===== src/rtl/mips_ctrl_pkg.sv =====
`default_nettype none
// ============================================================================
// Module   : mips_ctrl_pkg
// Brief    : Opcodes, FSM states, instruction classes and ALUOp codes for the
//            multicycle MIPS controller.
// Revision : 1.0 - initial release
// ============================================================================
package mips_ctrl_pkg;

    localparam logic [5:0] C_OP_RTYPE = 6'h00;
    localparam logic [5:0] C_OP_J     = 6'h02;
    localparam logic [5:0] C_OP_JAL   = 6'h03;
    localparam logic [5:0] C_OP_BEQ   = 6'h04;
    localparam logic [5:0] C_OP_BNE   = 6'h05;
    localparam logic [5:0] C_OP_ADDI  = 6'h08;
    localparam logic [5:0] C_OP_ANDI  = 6'h0C;
    localparam logic [5:0] C_OP_ORI   = 6'h0D;
    localparam logic [5:0] C_OP_LUI   = 6'h0F;
    localparam logic [5:0] C_OP_LW    = 6'h23;
    localparam logic [5:0] C_OP_SW    = 6'h2B;

    localparam logic [2:0] C_ALU_ADD  = 3'b100;
    localparam logic [2:0] C_ALU_SUB  = 3'b001;
    localparam logic [2:0] C_ALU_ORI  = 3'b101;
    localparam logic [2:0] C_ALU_ANDI = 3'b110;
    localparam logic [2:0] C_ALU_LUI  = 3'b011;
    localparam logic [2:0] C_ALU_R    = 3'b111;

    typedef enum logic [2:0] {
        ST_FETCH  = 3'd0,
        ST_DECODE = 3'd1,
        ST_EXEC   = 3'd2,
        ST_MEM    = 3'd3,
        ST_WB     = 3'd4
    } state_t;

    typedef enum logic [3:0] {
        CL_RTYPE   = 4'd0,
        CL_IALU    = 4'd1,
        CL_LW      = 4'd2,
        CL_SW      = 4'd3,
        CL_BEQ     = 4'd4,
        CL_BNE     = 4'd5,
        CL_J       = 4'd6,
        CL_JAL     = 4'd7,
        CL_ILLEGAL = 4'd8
    } opclass_t;

    typedef struct packed {
        logic       pc_write;
        logic       ir_write;
        logic       iord;
        logic       mem_read;
        logic       mem_write;
        logic       memto_reg;
        logic       reg_dst;
        logic       reg_write;
        logic       alu_src_a;
        logic       jal;
        logic [1:0] alu_src_b;
        logic [1:0] pc_source;
        logic [2:0] alu_op;
        logic       instr_done;
        logic       illegal_op;
    } ctrl_out_t;

    // ALU code for the immediate-ALU group; ADDI shares the ADD code
    function automatic logic [2:0] ialu_code(input logic [5:0] op);
        case (op)
            C_OP_ORI:  return C_ALU_ORI;
            C_OP_ANDI: return C_ALU_ANDI;
            C_OP_LUI:  return C_ALU_LUI;
            default:   return C_ALU_ADD;
        endcase
    endfunction

endpackage
`default_nettype wire


===== src/rtl/multicycle_control_if.sv =====
`default_nettype none
// ============================================================================
// Module   : multicycle_control_if
// Brief    : Controller <-> datapath bundle: instruction/status inputs and all
//            datapath enables/selects.
// Revision : 1.0 - initial release
// ============================================================================
interface multicycle_control_if #(
    parameter int ALUOP_W = 3
);
    logic [5:0]         OP;
    logic               Zero;
    logic               mem_ready;
    logic               PCWrite;
    logic               IRWrite;
    logic               IorD;
    logic               MemRead;
    logic               MemWrite;
    logic               MemtoReg;
    logic               RegDst;
    logic               RegWrite;
    logic               ALUSrcA;
    logic               Jal;
    logic [1:0]         ALUSrcB;
    logic [1:0]         PCSource;
    logic [ALUOP_W-1:0] ALUOp;
    logic               instr_done;
    logic               illegal_op;

    modport master (
        input  OP, Zero, mem_ready,
        output PCWrite, IRWrite, IorD, MemRead, MemWrite, MemtoReg, RegDst,
               RegWrite, ALUSrcA, Jal, ALUSrcB, PCSource, ALUOp,
               instr_done, illegal_op
    );

    modport slave (
        output OP, Zero, mem_ready,
        input  PCWrite, IRWrite, IorD, MemRead, MemWrite, MemtoReg, RegDst,
               RegWrite, ALUSrcA, Jal, ALUSrcB, PCSource, ALUOp,
               instr_done, illegal_op
    );
endinterface
`default_nettype wire


===== src/rtl/ctrl_opclass.sv =====
`default_nettype none
// ============================================================================
// Module   : ctrl_opclass
// Brief    : Combinational opcode -> instruction class decoder.
// Revision : 1.0 - initial release
// ============================================================================
module ctrl_opclass
    import mips_ctrl_pkg::*;
(
    input  wire logic [5:0] i_op,
    output opclass_t        o_class
);

    always_comb begin
        o_class = CL_ILLEGAL;
        case (i_op)
            C_OP_RTYPE: o_class = CL_RTYPE;
            C_OP_ADDI,
            C_OP_ORI,
            C_OP_ANDI,
            C_OP_LUI:   o_class = CL_IALU;
            C_OP_LW:    o_class = CL_LW;
            C_OP_SW:    o_class = CL_SW;
            C_OP_BEQ:   o_class = CL_BEQ;
            C_OP_BNE:   o_class = CL_BNE;
            C_OP_J:     o_class = CL_J;
            C_OP_JAL:   o_class = CL_JAL;
            default:    o_class = CL_ILLEGAL;
        endcase
    end

endmodule
`default_nettype wire


===== src/rtl/multicycle_control.sv =====
`default_nettype none
// ============================================================================
// Module   : multicycle_control
// Brief    : Five-state multicycle MIPS controller with memory handshake.
// Revision : 1.0 - initial release
// ============================================================================
module multicycle_control
    import mips_ctrl_pkg::*;
#(
    parameter int ALUOP_W = 3,
    parameter int MEM_HS  = 1
) (
    input  wire logic            clk,
    input  wire logic            reset,
    multicycle_control_if.master bus
);

    state_t     state_q, state_d;
    logic [5:0] op_q, op_d;
    logic       w_ready;
    logic [5:0] w_cls_op;
    opclass_t   w_class;
    ctrl_out_t  w_out;
    ctrl_out_t  w_gated;

    assign w_ready  = (MEM_HS != 0) ? bus.mem_ready : 1'b1;
    // DECODE classifies the live opcode; later states use the latched copy
    assign w_cls_op = (state_q == ST_DECODE) ? bus.OP : op_q;

    ctrl_opclass u_opclass (
        .i_op    (w_cls_op),
        .o_class (w_class)
    );

    always_ff @(posedge clk) begin
        if (reset) begin
            state_q <= ST_FETCH;
            op_q    <= '0;
        end else begin
            state_q <= state_d;
            op_q    <= op_d;
        end
    end

    always_comb begin
        state_d = state_q;
        op_d    = op_q;
        w_out   = '0;
        case (state_q)
            ST_FETCH: begin
                w_out.mem_read  = 1'b1;
                w_out.alu_src_b = 2'b01;
                w_out.alu_op    = C_ALU_ADD;
                w_out.ir_write  = w_ready;
                w_out.pc_write  = w_ready;
                if (w_ready) state_d = ST_DECODE;
            end
            ST_DECODE: begin
                op_d            = bus.OP;
                w_out.alu_src_b = 2'b11;
                w_out.alu_op    = C_ALU_ADD;
                case (w_class)
                    CL_J, CL_JAL: begin
                        w_out.pc_write   = 1'b1;
                        w_out.pc_source  = 2'b10;
                        w_out.instr_done = 1'b1;
                        w_out.reg_write  = (w_class == CL_JAL);
                        w_out.jal        = (w_class == CL_JAL);
                        state_d          = ST_FETCH;
                    end
                    CL_ILLEGAL: begin
                        w_out.illegal_op = 1'b1;
                        w_out.instr_done = 1'b1;
                        state_d          = ST_FETCH;
                    end
                    default: state_d = ST_EXEC;
                endcase
            end
            ST_EXEC: begin
                w_out.alu_src_a = 1'b1;
                case (w_class)
                    CL_RTYPE: begin
                        w_out.alu_op = C_ALU_R;
                        state_d      = ST_WB;
                    end
                    CL_IALU: begin
                        w_out.alu_src_b = 2'b10;
                        w_out.alu_op    = ialu_code(op_q);
                        state_d         = ST_WB;
                    end
                    CL_LW, CL_SW: begin
                        w_out.alu_src_b = 2'b10;
                        w_out.alu_op    = C_ALU_ADD;
                        state_d         = ST_MEM;
                    end
                    CL_BEQ, CL_BNE: begin
                        w_out.alu_op     = C_ALU_SUB;
                        w_out.pc_source  = 2'b01;
                        w_out.pc_write   = (w_class == CL_BEQ) ? bus.Zero : ~bus.Zero;
                        w_out.instr_done = 1'b1;
                        state_d          = ST_FETCH;
                    end
                    default: state_d = ST_FETCH;
                endcase
            end
            ST_MEM: begin
                w_out.iord      = 1'b1;
                w_out.mem_read  = (w_class == CL_LW);
                w_out.mem_write = (w_class == CL_SW);
                if (w_ready) begin
                    if (w_class == CL_LW) begin
                        state_d = ST_WB;
                    end else begin
                        w_out.instr_done = (w_class == CL_SW);
                        state_d          = ST_FETCH;
                    end
                end
            end
            ST_WB: begin
                w_out.reg_write  = 1'b1;
                w_out.reg_dst    = (w_class == CL_RTYPE);
                w_out.memto_reg  = (w_class == CL_LW);
                w_out.instr_done = 1'b1;
                state_d          = ST_FETCH;
            end
            default: state_d = ST_FETCH;
        endcase
    end

    // Reset forces every output low, even while the register still holds a stale state
    assign w_gated = reset ? '0 : w_out;

    assign bus.PCWrite    = w_gated.pc_write;
    assign bus.IRWrite    = w_gated.ir_write;
    assign bus.IorD       = w_gated.iord;
    assign bus.MemRead    = w_gated.mem_read;
    assign bus.MemWrite   = w_gated.mem_write;
    assign bus.MemtoReg   = w_gated.memto_reg;
    assign bus.RegDst     = w_gated.reg_dst;
    assign bus.RegWrite   = w_gated.reg_write;
    assign bus.ALUSrcA    = w_gated.alu_src_a;
    assign bus.Jal        = w_gated.jal;
    assign bus.ALUSrcB    = w_gated.alu_src_b;
    assign bus.PCSource   = w_gated.pc_source;
    assign bus.ALUOp      = ALUOP_W'(w_gated.alu_op);
    assign bus.instr_done = w_gated.instr_done;
    assign bus.illegal_op = w_gated.illegal_op;

endmodule
`default_nettype wire


===== src/flat_wrapper.sv =====
// flat-port wrapper written by rule: the top's interface ports become plain ports
module multicycle_control_flat import mips_ctrl_pkg::*;
#(
    parameter int ALUOP_W = 3,
    parameter int MEM_HS  = 1
)
  (clk, reset, bus_OP, bus_Zero, bus_mem_ready, bus_PCWrite, bus_IRWrite, bus_IorD, bus_MemRead, bus_MemWrite, bus_MemtoReg, bus_RegDst, bus_RegWrite, bus_ALUSrcA, bus_Jal, bus_ALUSrcB, bus_PCSource, bus_ALUOp, bus_instr_done, bus_illegal_op);
  multicycle_control_if #(.ALUOP_W(ALUOP_W)) bus_i ();
  input  wire logic clk;
  input  wire logic reset;
  input wire logic [$bits(bus_i.OP)-1:0] bus_OP;
  input wire logic [$bits(bus_i.Zero)-1:0] bus_Zero;
  input wire logic [$bits(bus_i.mem_ready)-1:0] bus_mem_ready;
  output wire logic [$bits(bus_i.PCWrite)-1:0] bus_PCWrite;
  output wire logic [$bits(bus_i.IRWrite)-1:0] bus_IRWrite;
  output wire logic [$bits(bus_i.IorD)-1:0] bus_IorD;
  output wire logic [$bits(bus_i.MemRead)-1:0] bus_MemRead;
  output wire logic [$bits(bus_i.MemWrite)-1:0] bus_MemWrite;
  output wire logic [$bits(bus_i.MemtoReg)-1:0] bus_MemtoReg;
  output wire logic [$bits(bus_i.RegDst)-1:0] bus_RegDst;
  output wire logic [$bits(bus_i.RegWrite)-1:0] bus_RegWrite;
  output wire logic [$bits(bus_i.ALUSrcA)-1:0] bus_ALUSrcA;
  output wire logic [$bits(bus_i.Jal)-1:0] bus_Jal;
  output wire logic [$bits(bus_i.ALUSrcB)-1:0] bus_ALUSrcB;
  output wire logic [$bits(bus_i.PCSource)-1:0] bus_PCSource;
  output wire logic [$bits(bus_i.ALUOp)-1:0] bus_ALUOp;
  output wire logic [$bits(bus_i.instr_done)-1:0] bus_instr_done;
  output wire logic [$bits(bus_i.illegal_op)-1:0] bus_illegal_op;
  assign bus_i.OP = bus_OP;
  assign bus_i.Zero = bus_Zero;
  assign bus_i.mem_ready = bus_mem_ready;
  assign bus_PCWrite = bus_i.PCWrite;
  assign bus_IRWrite = bus_i.IRWrite;
  assign bus_IorD = bus_i.IorD;
  assign bus_MemRead = bus_i.MemRead;
  assign bus_MemWrite = bus_i.MemWrite;
  assign bus_MemtoReg = bus_i.MemtoReg;
  assign bus_RegDst = bus_i.RegDst;
  assign bus_RegWrite = bus_i.RegWrite;
  assign bus_ALUSrcA = bus_i.ALUSrcA;
  assign bus_Jal = bus_i.Jal;
  assign bus_ALUSrcB = bus_i.ALUSrcB;
  assign bus_PCSource = bus_i.PCSource;
  assign bus_ALUOp = bus_i.ALUOp;
  assign bus_instr_done = bus_i.instr_done;
  assign bus_illegal_op = bus_i.illegal_op;
  multicycle_control #(.ALUOP_W(ALUOP_W), .MEM_HS(MEM_HS)) u_core (.clk(clk), .reset(reset), .bus(bus_i));
endmodule

===== config.mk =====
export PLATFORM = sky130hd
export DESIGN_NAME = multicycle_control_flat
export DESIGN_NICKNAME = d
export VERILOG_FILES = /design/src/rtl/mips_ctrl_pkg.sv /design/src/rtl/multicycle_control_if.sv /design/src/rtl/ctrl_opclass.sv /design/src/rtl/multicycle_control.sv /design/src/flat_wrapper.sv
export SDC_FILE = /design/constraint.sdc
export NUM_CORES = 1
export LEC_CHECK = 0
export CORE_UTILIZATION = 32
export CTS_CLUSTER_DIAMETER = 80
export DETAILED_ROUTE_END_ITERATION = 7
export GPL_TIMING_DRIVEN = 0
export PLACE_DENSITY = 0.53
export SLEW_MARGIN = 20
export SYNTH_ARGS = -nofsm -noshare
export SYNTH_HDL_FRONTEND = slang
export SYNTH_SLANG_ARGS = --single-unit

===== constraint.sdc =====
create_clock -name clk -period 2.93 [get_ports clk]
set_clock_uncertainty 0.05 [all_clocks]
set_input_delay 0.586 -clock clk [delete_from_list [all_inputs] [get_ports clk]]
set_output_delay 0.586 -clock clk [all_outputs]
set_load 0.1 [all_outputs]

==> flow_metrics.py <==
metrics = {
    "outcome": {
        "status": "finished with violations",
        "violations": "negative setup slack",
    },
    "power": {
        "internal_power_uw": 278,
        "power_density_nw_per_um2": 268,
        "seqPwrFrac_pct": 28.0,
        "power_frac_clock_pct": 18.8,
        "p_leak_uw": 0.000680,
        "comb_power_share_pct": 53.2,
        "vdd.ir_drop.worst_uv": 225,
        "switchingPower_uw": 216,
        "netSwitchingFraction_pct": 43.7,
    },
    "cts": {
        "cts-root-buf": "clkbuf_4",
        "cts_inserted_buffers": 3,
        "clockBufferDepth": 2,
        "cts.sink_count": 9,
        "clock_latency_ns": 0.26,
        "cts_tree": "yes",
        "clk_pin_slew_ns": 0.06,
        "hold_buffers": 0,
        "htree_levels": 1,
    },
    "die": {
        "die_w_um": 60.4,
        "row_count": 20,
        "initial_core_util_pct": 34.6,
        "fp.dieH_um": 60.4,
        "core-area_sq_um": 3150,
        "pin_count": 29,
        "dieArea_sq_um": 3640,
    },
    "route": {
        "wl_per_cell_um": 16.5,
        "drc": 0,
        "firstDrtPassIters": 4,
        "num_vias": 1319,
        "first_iter_violations": 57,
        "finalWirelength_mm": 3.93,
        "viasPerCell": 5.54,
        "detail-route-antenna-nets": 0,
    },
    "layout": {
        "final_layout_size_suffix_gt1_share_pct": 48.5,
        "area_growth_pct": 69.7,
        "insertedDiodeCount": 0,
        "final_common_cell": "buf_4",
        "layout_common_cells": "buf_4, nand2_1, nor2_1",
        "nNetsFinal": 205,
    },
    "worst_setup_path": {
        "worstPathArrival_ns": 2.38,
        "critPathMaxStageDelay_ns": 0.56,
        "critPathLaunchType": "flop",
        "worstPathRequired_ns": 2.29,
        "crit_path_max_fanout": 3,
        "path_common_cell": "or4_4",
        "path_cells": "nor3b_4, or4_4, o22a_1, or4_4, o21ai_4, buf_12",
        "endpoint_kind": "output pin",
        "path_class": "flop to output pin",
        "slowest_stage": "or4_4",
    },
    "grt": {
        "grt_usage_pct": 23.6,
        "grt_max_degree": 11,
        "antenna_found_initial": 0,
        "gr-total-overflow": 0,
        "grt_pass1_wl_mm": 6.41,
        "grt_pass1_vias": 1275,
    },
    "synth": {
        "synth_area_sq_um": 1090,
        "synth.avg_cell_area_sq_um": 7.17,
        "netlist-cell-type-count": 52,
        "ys_seq_elements": 9,
        "async_flop_share_pct": 0,
        "mappedNetlistNets": 162,
        "synthCells": 152,
        "yosysWarnings": 0,
        "yosysSeqAreaShare_pct": 16.5,
        "synth_edf_count": 0,
        "synth_ff_type": "dfxtp_1",
    },
    "placed_design": {
        "numPortBuffers": 25,
        "gp_congestion": 0.813,
        "dp_slack_ns": -1.31,
        "hpwl_mm": 2.80,
    },
    "timing": {
        "hold_viol_final": 0,
        "slew_headroom_pct": 64.0,
        "worst_slack_ns": -0.0862,
        "fmax_mhz": 332,
        "hold_slack_ns": 0.478,
        "worst_pin_slew_ns": 0.543,
        "min_period_ns": 3.02,
        "period_share_pct": 103,
        "rsz0062_at_grt": "yes",
        "maxSlewViolCount": 0,
        "finalSetupTns_ns": -0.165,
        "finalSetupViolations": 3,
    },
    "flow_run": {
        "max-cap-violations": 0,
    },
    "worst_hold_path": {
        "min_path_type": "flop to flop",
    },
}
[area by class of cell]
| type | instances | area, sq um |
|---|---|---|
| timing repair buffer | 43 | 429 |
| multi-input combinational | 121 | 1030 |
| tap | 44 | 55.1 |
| buffer | 8 | 72.6 |
| fill | 315 | 1300 |
| sequential | 9 | 191 |
| inverter | 9 | 41.3 |
| clock inverter | 1 | 5.00 |
| clock buffer | 3 | 22.5 |
[cells in the mapped netlist (2+ instances only)]
master     n  area, sq um
o41ai_1    2         17.5
nand2_1   16         60.1
a221oi_1   2         17.5
nand3_1    4         20.0
nor2_1    13         48.8
dfxtp_1    9          180
o32ai_1    3         26.3
o22a_1     3         26.3
xor2_1     4         35.0
nor2b_1    7         43.8
buf_6      3         33.8
a21oi_1    5         25.0
clkbuf_1   8         30.0
o21ai_0    4         20.0
o22ai_1    2         12.5
o21a_1     2         15.0
and3_1     3         18.8
a31oi_1    3         18.8
nor3b_1    5         37.5
inv_1      8         30.0
or4_4      2         22.5
nand2b_1   3         18.8
nand3b_1   3         22.5
a21boi_0   3         22.5
nor4_1     3         18.8
nor3_1     6         30.0
[state kept, by name, indices dropped and copies added (netlist names)]
name,flops
u_core.op_q,6
u_core.state_q,3
[path summary, 6_finish.rpt]
kind / endpoint / start / depth (start not counted) / slack (ns)
setup / recovery: bus_RegWrite / u_core.state_q[0] / 6 / -0.09
setup reg to reg: u_core.state_q[1] / u_core.state_q[0] / 7 / 1.08
hold reg to reg: u_core.op_q[2] / u_core.op_q[2] / 2 / 0.48
hold / removal: u_core.op_q[2] / u_core.op_q[2] / 2 / 0.48
[per-stage QoR]
| stage | area, sq um | cells | total power [uW] | utilization [%] |
|---|---|---|---|---|
| floorplan | 1280 | 152 | 308 | - |
| global placement | 1590 | 221 | 362 | 50.4 |
| detailed placement | 1590 | 221 | 364 | 50.4 |
| CTS | 1790 | 232 | 483 | 56.9 |
| global route | 1850 | 238 | 522 | 58.7 |
| finish | 1850 | 238 | 495 | 58.7 |
[what timing repair did]
item / 4_1_cts / 5_1_grt
setup buffers: 9 / 9
gates resized for setup: 142 / 24
endpoints found under the setup margin: 19 / 17
pin swaps: 8 / 12
hold endpoints to repair: 0 / 0
[logic make-up after synthesis]
kind of cell	share of synthesized area (%)
AND/OR/NAND/NOR	37.7
flip-flops	16.5
XOR/XNOR	4.02
multiplexers	4.25
AO/OA/AOI/OAI	27.4
buffers and inverters	10.1
[worst max-delay path, delay by kind of cell, from the launching register on]
kind,cells,cell delay [ns]
simple gates,3,1.15
buf+inv,1,0.19
flops,1,0.33
compound gates,2,0.46
[power by group through the flow]
stage	combinational [uW]	sequential [uW]	clock [uW]
6_report	263	138	93.1
3_5_place_dp	230	134	0
4_1_cts	248	137	97.8
2_1_floorplan	175	133	0
5_1_grt	279	139	103
3_3_place_gp	229	134	0
[routing by layer]
metal	track usage, %	part of all wire [%]
met1	35.0	46
met2	35.9	45
met3	1.49	7.1
met4	8.64	1.8
met5	0	0
Note: power is estimated with default switching activity, not from simulation.
